--- src/rtl/sdram_rd_arbiter_pkg.sv ---
// sdram_rd_arbiter_pkg: shared state/owner encodings and default widths for the SDRAM read arbiter
package sdram_rd_arbiter_pkg;
  localparam int ADDR_W_DEF = 24;
  localparam int BURST_LEN_DEF = 64;
  localparam logic [2:0] ST_IDLE = 3'd0;
  localparam logic [2:0] ST_ARB = 3'd1;
  localparam logic [2:0] ST_REQ = 3'd2;
  localparam logic [2:0] ST_XFER = 3'd3;
  localparam logic [2:0] ST_FLUSH = 3'd4;
  localparam logic OWN_DISP = 1'b0;
  localparam logic OWN_AUX = 1'b1;
endpackage

--- src/rtl/sdram_rd_grant.sv ---
// sdram_rd_grant: display/aux eligibility, urgency and round-robin grant with last_grant register
module sdram_rd_grant
  import sdram_rd_arbiter_pkg::*;
#(
  parameter int FRAME_WORDS = 307200,
  parameter int FIFO_AW = 9,
  parameter int BURST_LEN = BURST_LEN_DEF,
  parameter int LOW_WM = 128,
  parameter int CNT_W = $clog2(FRAME_WORDS + 1)
)(
  input  logic             clk,
  input  logic             rst_n,
  input  logic             en,
  input  logic             armed,
  input  logic [CNT_W-1:0] disp_cnt,
  input  logic [FIFO_AW:0] disp_usedw,
  input  logic             aux_req,
  output logic             gnt_disp,
  output logic             gnt_aux
);
  logic last_grant, disp_elig, urgent;
  always_comb begin
    disp_elig = armed && 32'(disp_cnt) < 32'(FRAME_WORDS) && 32'(disp_usedw) <= 32'((1 << FIFO_AW) - BURST_LEN);
    urgent = disp_elig && 32'(disp_usedw) < 32'(LOW_WM);
    gnt_disp = urgent || (disp_elig && (!aux_req || last_grant == OWN_AUX));
    gnt_aux = aux_req && !gnt_disp;
  end
  always_ff @(posedge clk or negedge rst_n)
    if (!rst_n) last_grant <= OWN_AUX;
    else if (en && (gnt_disp || gnt_aux)) last_grant <= gnt_disp ? OWN_DISP : OWN_AUX;
endmodule

--- src/rtl/sdram_rd_arbiter.sv ---
// sdram_rd_arbiter: shares the SDRAM read port between the frame-aligned display prefetch and an aux burst requester
module sdram_rd_arbiter
  import sdram_rd_arbiter_pkg::*;
#(
  parameter int ADDR_W = ADDR_W_DEF,
  parameter int BURST_LEN = BURST_LEN_DEF,
  parameter int FRAME_WORDS = 307200,
  parameter int FIFO_AW = 9,
  parameter int LOW_WM = 128
)(
  input  logic              clk,
  input  logic              rst_n,
  input  logic              frame_start,
  input  logic              src_sel,
  input  logic [ADDR_W-1:0] base0,
  input  logic [ADDR_W-1:0] base1,
  input  logic [FIFO_AW:0]  disp_usedw,
  input  logic              aux_req,
  input  logic [ADDR_W-1:0] aux_addr,
  input  logic [7:0]        aux_len,
  output logic              aux_done,
  output logic              aux_wr,
  output logic              sdram_rd_req,
  output logic [ADDR_W-1:0] sdram_rd_addr,
  output logic [7:0]        sdram_rd_len,
  input  logic              sdram_rd_ack,
  input  logic              sdram_rd_valid,
  output logic              disp_fifo_wr,
  output logic              disp_fifo_clr,
  output logic              busy
);
  localparam int CNT_W = $clog2(FRAME_WORDS + 1);
  logic [2:0] state;
  logic src_cur, armed, frame_pending, switch_pending, owner;
  logic [ADDR_W-1:0] disp_addr;
  logic [CNT_W-1:0] disp_cnt;
  logic [7:0] xfer_cnt, disp_len, aux_len1;
  logic [31:0] remain;
  logic in_arb, in_xfer, frame_now, switch_now, arb_grant, last_word, gnt_disp, gnt_aux;
  always_comb begin
    in_arb = state == ST_ARB;
    in_xfer = state == ST_XFER;
    frame_now = frame_pending || frame_start;
    switch_now = switch_pending || src_sel != src_cur;
    arb_grant = in_arb && !switch_now && !frame_now;
    remain = 32'(FRAME_WORDS) - 32'(disp_cnt);
    disp_len = remain < 32'(BURST_LEN) ? remain[7:0] : 8'(BURST_LEN);
    aux_len1 = aux_len == 8'd0 ? 8'd1 : aux_len;
    last_word = in_xfer && sdram_rd_valid && xfer_cnt == sdram_rd_len - 8'd1;
  end
  assign sdram_rd_req = state == ST_REQ;
  assign busy = state == ST_REQ || in_xfer;
  assign disp_fifo_clr = state == ST_FLUSH;
  assign disp_fifo_wr = in_xfer && sdram_rd_valid && owner == OWN_DISP;
  assign aux_wr = in_xfer && sdram_rd_valid && owner == OWN_AUX;
  sdram_rd_grant #(
    .FRAME_WORDS(FRAME_WORDS), .FIFO_AW(FIFO_AW), .BURST_LEN(BURST_LEN), .LOW_WM(LOW_WM), .CNT_W(CNT_W)
  ) u_grant (
    .clk(clk), .rst_n(rst_n), .en(arb_grant), .armed(armed), .disp_cnt(disp_cnt),
    .disp_usedw(disp_usedw), .aux_req(aux_req && !aux_done), .gnt_disp(gnt_disp), .gnt_aux(gnt_aux)
  );
  always_ff @(posedge clk or negedge rst_n)
    if (!rst_n) begin
      state <= ST_IDLE;
      src_cur <= 1'b0;
      armed <= 1'b0;
      frame_pending <= 1'b0;
      switch_pending <= 1'b0;
      owner <= OWN_DISP;
      disp_addr <= '0;
      disp_cnt <= '0;
      xfer_cnt <= '0;
      sdram_rd_addr <= '0;
      sdram_rd_len <= '0;
      aux_done <= 1'b0;
    end else begin
      aux_done <= last_word && owner == OWN_AUX;
      if (!in_arb) begin
        frame_pending <= frame_pending || frame_start;
        switch_pending <= switch_pending || src_sel != src_cur;
      end
      case (state)
        ST_IDLE: state <= ST_ARB;
        ST_ARB:
          if (switch_now) begin
            src_cur <= src_sel;
            armed <= 1'b0;
            switch_pending <= 1'b0;
            frame_pending <= frame_now;
            state <= ST_FLUSH;
          end else if (frame_now) begin
            disp_addr <= src_cur ? base1 : base0;
            disp_cnt <= '0;
            armed <= 1'b1;
            frame_pending <= 1'b0;
            state <= ST_FLUSH;
          end else if (gnt_disp || gnt_aux) begin
            owner <= gnt_disp ? OWN_DISP : OWN_AUX;
            sdram_rd_addr <= gnt_disp ? disp_addr : aux_addr;
            sdram_rd_len <= gnt_disp ? disp_len : aux_len1;
            xfer_cnt <= '0;
            state <= ST_REQ;
          end
        ST_REQ: if (sdram_rd_ack) state <= ST_XFER;
        ST_XFER:
          if (sdram_rd_valid) begin
            xfer_cnt <= xfer_cnt + 8'd1;
            if (last_word) begin
              state <= ST_ARB;
              if (owner == OWN_DISP) begin
                disp_addr <= disp_addr + ADDR_W'(sdram_rd_len);
                disp_cnt <= disp_cnt + CNT_W'(sdram_rd_len);
              end
            end
          end
        default: state <= ST_ARB;
      endcase
    end
endmodule

--- config.mk ---
export PLATFORM = sky130hd
export DESIGN_NAME = sdram_rd_arbiter
export DESIGN_NICKNAME = d
export VERILOG_FILES = /design/src/rtl/sdram_rd_arbiter_pkg.sv /design/src/rtl/sdram_rd_grant.sv /design/src/rtl/sdram_rd_arbiter.sv
export SDC_FILE = /design/constraint.sdc
export NUM_CORES = 1
export LEC_CHECK = 0
export CAP_MARGIN = 20
export CORE_MARGIN = 1
export CORE_UTILIZATION = 52
export DETAILED_ROUTE_END_ITERATION = 8
export PLACE_DENSITY = 0.82
export SETUP_SLACK_MARGIN = 0.2
export SLEW_MARGIN = 20
export SYNTH_ARGS = -nofsm -noshare
export SYNTH_HDL_FRONTEND = slang
export SYNTH_SLANG_ARGS = --single-unit
--- constraint.sdc ---
create_clock -name clk -period 3.1 [get_ports clk]
set_input_delay 0.93 -clock clk [delete_from_list [all_inputs] [get_ports clk]]
set_output_delay 0.93 -clock clk [all_outputs]
set_load 0.01 [all_outputs]
==> flow_metrics.env <==
export IMPL_synth_most_common_cell="sky130_fd_sc_hd__dfrtp_1"
export IMPL_design_die_area_um2=12500
export IMPL_antenna_violating_nets_post_route=0
export IMPL_most_frequent_cells_after_synthesis="sky130_fd_sc_hd__dfrtp_1 (92), sky130_fd_sc_hd__nand2_1 (70), sky130_fd_sc_hd__nor2_1 (69)"
export IMPL_area_delta_synth_final_pct=32.0
export IMPL_ys_flop_type="sky130_fd_sc_hd__dfrtp_1"
export IMPL_finalCriticalPeriod_ns=2.85
export IMPL_groute_usage_overall_pct=31.6
export IMPL_cts_sink_count=93
export IMPL_dr_first_iter_drc_count=486
export IMPL_worstPathCellList="clkdlybuf4s50_1, nand2_1, buf_4, a2111oi_4, nand4_4, buf_4, nor4b_2, xnor2_1, nor2_1"
export IMPL_finalClockSkew_ns=0.0106
export IMPL_dp_worst_setup_slack_ns=-0.210
export IMPL_fmax_mhz=351
export IMPL_ys_top_cells_by_area="sky130_fd_sc_hd__dfrtp_1 (37%), sky130_fd_sc_hd__a21oi_1 (5.3%), sky130_fd_sc_hd__nand2_1 (4.2%)"
export IMPL_critical_path_max_fanout=7
export IMPL_power_switching_mw=1.27
export IMPL_cp_depth=9
export IMPL_floorplan_rows=39
export IMPL_synth_async_sr_flop_share_pct=100
export IMPL_layout_core_utilization_pct=71.3
export IMPL_max_cap_violations=0
export IMPL_worst_slew_margin_rel_pct=57.8
export IMPL_post_synth_inst_count=728
export IMPL_synthesis_yosys_warnings=0
export IMPL_critical_path_startpoint="sdram_rd_valid"
export IMPL_final_layout_size_suffix_gt1_share_pct=10.3
export IMPL_grt_pass1_vias=6430
export IMPL_first_pass_iters=9
export IMPL_reg2reg_setup_slack_ns=0.31
export IMPL_seq_power_share_pct=40.5
export IMPL_netlist_area_leader_share_pct=36.8
export IMPL_critical_path_startpoint_type="primary input"
export IMPL_ys_seq_elements=93
export IMPL_top_cell_by_count_worst_path="sky130_fd_sc_hd__buf_4"
export IMPL_reg2reg_to="disp_addr[20]"
export IMPL_irDropWorstVdd_mv=0.324
export IMPL_starting_density_of_the_core_pct=54.1
export IMPL_detail_route_wl_per_cell_um=19.1
export IMPL_fillCellCount=848
export IMPL_grt_start_max_net_pins=62
export IMPL_syn_area_um2=6250
export IMPL_synthDistinctLibCells=65
export IMPL_worst_ep_arrival_time_ns=3.08
export IMPL_critical_path_top_delay_family="buffers and inverters"
export IMPL_p_int_mw=2.59
export IMPL_yosysTopAreaCell="sky130_fd_sc_hd__dfrtp_1"
export IMPL_crit_type="primary input to flop"
export IMPL_mappedNetlistNets=846
export IMPL_buffer_ports_inserted=134
export IMPL_worst_skew_pair_late_latency_ns=0.34
export IMPL_finalSetupViolations=0
export IMPL_post_synth_edffs=0
export IMPL_rsz0062_at_grt="true"
export IMPL_die_y_um=112
export IMPL_worstHoldPathType="flop to flop"
export IMPL_buffer_and_inverter_count_on_the_worst_path=3
export IMPL_type_of_element_capturing_the_critical_path="flop"
export IMPL_grt_first_pass_wirelength_mm=31.5
export IMPL_tritoncts_num_buffers=9
export IMPL_failing_checks="design-rule violations"
export IMPL_p_comb_share_pct=29.1
export IMPL_path_clk_slew_ns=0.07
export IMPL_crit_end="disp_cnt[17]"
export IMPL_result_of_the_run="finished, violations left"
export IMPL_final_nets=985
export IMPL_io_pins=135
export IMPL_drt_vias_per_instance=6.36
export IMPL_multi_input_comb_area_um2=3710
export IMPL_coreArea_um2=11600
export IMPL_critical_path_max_stage_delay_ns=0.52
export IMPL_power_density_nw_per_um2=467
export IMPL_critical_path_reg2reg_startpoint="sdram_rd_len[0]"
export IMPL_reg2regPathDepth=9
export IMPL_worstMarginPinSlew_ns=0.631
export IMPL_final_max_slew_violation_count=0
export IMPL_tritoncts_clock_tree="done"
export IMPL_timing_hold_violations_final=0
export IMPL_cts_htree_levels=3
export IMPL_leakage_power_nw=3.63
export IMPL_grt_ovfl_total=0
export IMPL_routed_wl_mm=19.4
export IMPL_setup_total_negative_slack_ns=0
export IMPL_sequential_cell_area_um2=2330
export IMPL_synth_sequential_area_ratio_pct=37.2
export IMPL_dpl_hpwl_mm=14.1
export IMPL_cts_buffer_depth=2
export IMPL_detailed_route_via_count=6451
export IMPL_clock_power_share_pct=30.4
export IMPL_cp_data_required_time_ns=3.33
export IMPL_setup_slack_ns=0.253
export IMPL_drt_drc_violations_left=4
export IMPL_crit_path_top_delay_cell="sky130_fd_sc_hd__clkdlybuf4s50_1"
export IMPL_power_switching_share_pct=32.9
export IMPL_number_of_antenna_violations_at_the_first_check_in_global_routing=0
export IMPL_n_antenna_cell=0
export IMPL_finalCritPeriodShare_pct=91.8
export IMPL_die_width_um=112
export IMPL_cts_root_buf="sky130_fd_sc_hd__clkbuf_16"
export IMPL_finalWeightedCongestion=0.927
export IMPL_syn_mean_instance_area_um2=8.59
-- cells by family after synthesis --
group,after synthesis,share of synthesized area [%]
and+or+nand+nor,272,22.5
adders and majority gates,21,4.44
DFF,93,37.2
buffers and inverters,56,3.96
AOI/OAI and AO/OA,232,23.8
xor gates and xnor gates,34,4.76
muxes,20,3.28
-- stage by stage --
stage          instances  power (mW)  hold WS, ns  cell area [um^2]
2_1_floorplan        728        2.15        0.465              6250
3_3_place_gp         993        2.63        0.469              7860
3_5_place_dp         993        2.68        0.476              7860
4_1_cts             1011        3.84        0.493              8200
5_1_grt             1015        4.03        0.520              8250
6_report            1015        3.85        0.496              8250
-- timing repair --
item,4_1_cts,5_1_grt
endpoints found under the setup margin,10,38
hold buffers,0,0
resized for setup,7,10
pin swaps,1,5
buffers inserted,2,4
-- worst min path at each step --
stage / startpoint / to / slack [ns] / depth (start not counted)
2_1_floorplan: u_grant.last_grant / u_grant.last_grant / 0.47 / 2
3_3_place_gp: sdram_rd_addr[19] / sdram_rd_addr[19] / 0.47 / 2
3_5_place_dp: sdram_rd_addr[17] / sdram_rd_addr[17] / 0.48 / 2
4_1_cts: sdram_rd_addr[17] / sdram_rd_addr[17] / 0.49 / 2
5_1_grt: sdram_rd_addr[15] / sdram_rd_addr[15] / 0.52 / 2
6_report: sdram_rd_addr[15] / sdram_rd_addr[15] / 0.50 / 2
-- power groups by stage --
| stage | clock network [mW] | registers (mW) | logic [mW] |
|---|---|---|---|
| final | 1.17 | 1.56 | 1.12 |
| after floorplan | 0 | 1.55 | 0.602 |
| after global placement | 0 | 1.57 | 1.06 |
| after CTS | 1.17 | 1.55 | 1.11 |
| after global routing | 1.23 | 1.58 | 1.23 |
| after detailed placement | 0 | 1.57 | 1.10 |
-- cells in the final DEF (no fill, tap or decap), drive strengths merged, types with 12 or more instances in the layout --
| cell type | count |
|---|---|
| nor3 | 15 |
| xnor2 | 25 |
| o21ai | 66 |
| clkdlybuf4s50 | 131 |
| inv | 16 |
| nor2b | 12 |
| nand3 | 17 |
| nand2 | 71 |
| ha | 19 |
| mux2i | 16 |
| a21o | 13 |
| dfrtp | 92 |
| nor2 | 69 |
| and3 | 32 |
| a21oi | 66 |
| buf | 38 |
| nor4 | 12 |
| a211oi | 14 |
-- cell type report --
type	instances	area share, %
Multi-Input combinational cell	579	45.0
Inverter	13	0.592
Clock buffer	9	2.73
Tap cell	143	2.17
Clock inverter	7	1.11
Sequential cell	93	28.2
Timing Repair Buffer	171	20.1
-- flip-flops by register name (all words and copies together) (netlist names) --
register and cells:
sdram_rd_addr 24, switch_pending 1, owner 1, u_grant.last_grant 1
xfer_cnt 8, src_cur 1, state 3, frame_pending 1
armed 1, aux_done 1, sdram_rd_len 8, disp_addr 24
disp_cnt 19
-- tightest hold or removal path: stages, from the launching register on --
cell	delay [ns]
sky130_fd_sc_hd__dfrtp_1	0.35
sky130_fd_sc_hd__nand2_1	0.05
sky130_fd_sc_hd__o21ai_0	0.06
-- layer usage --
layer  share of wire, %  global-route usage, %  up-vias
met5                  0                      0        -
met2                 49                   52.8      359
met3                8.2                   5.77       61
met4                3.2                   13.8        0
li1                   -                      -     2939
met1                 40                   40.1     3092
No activity file was read; power rests on OpenSTA's default activity.
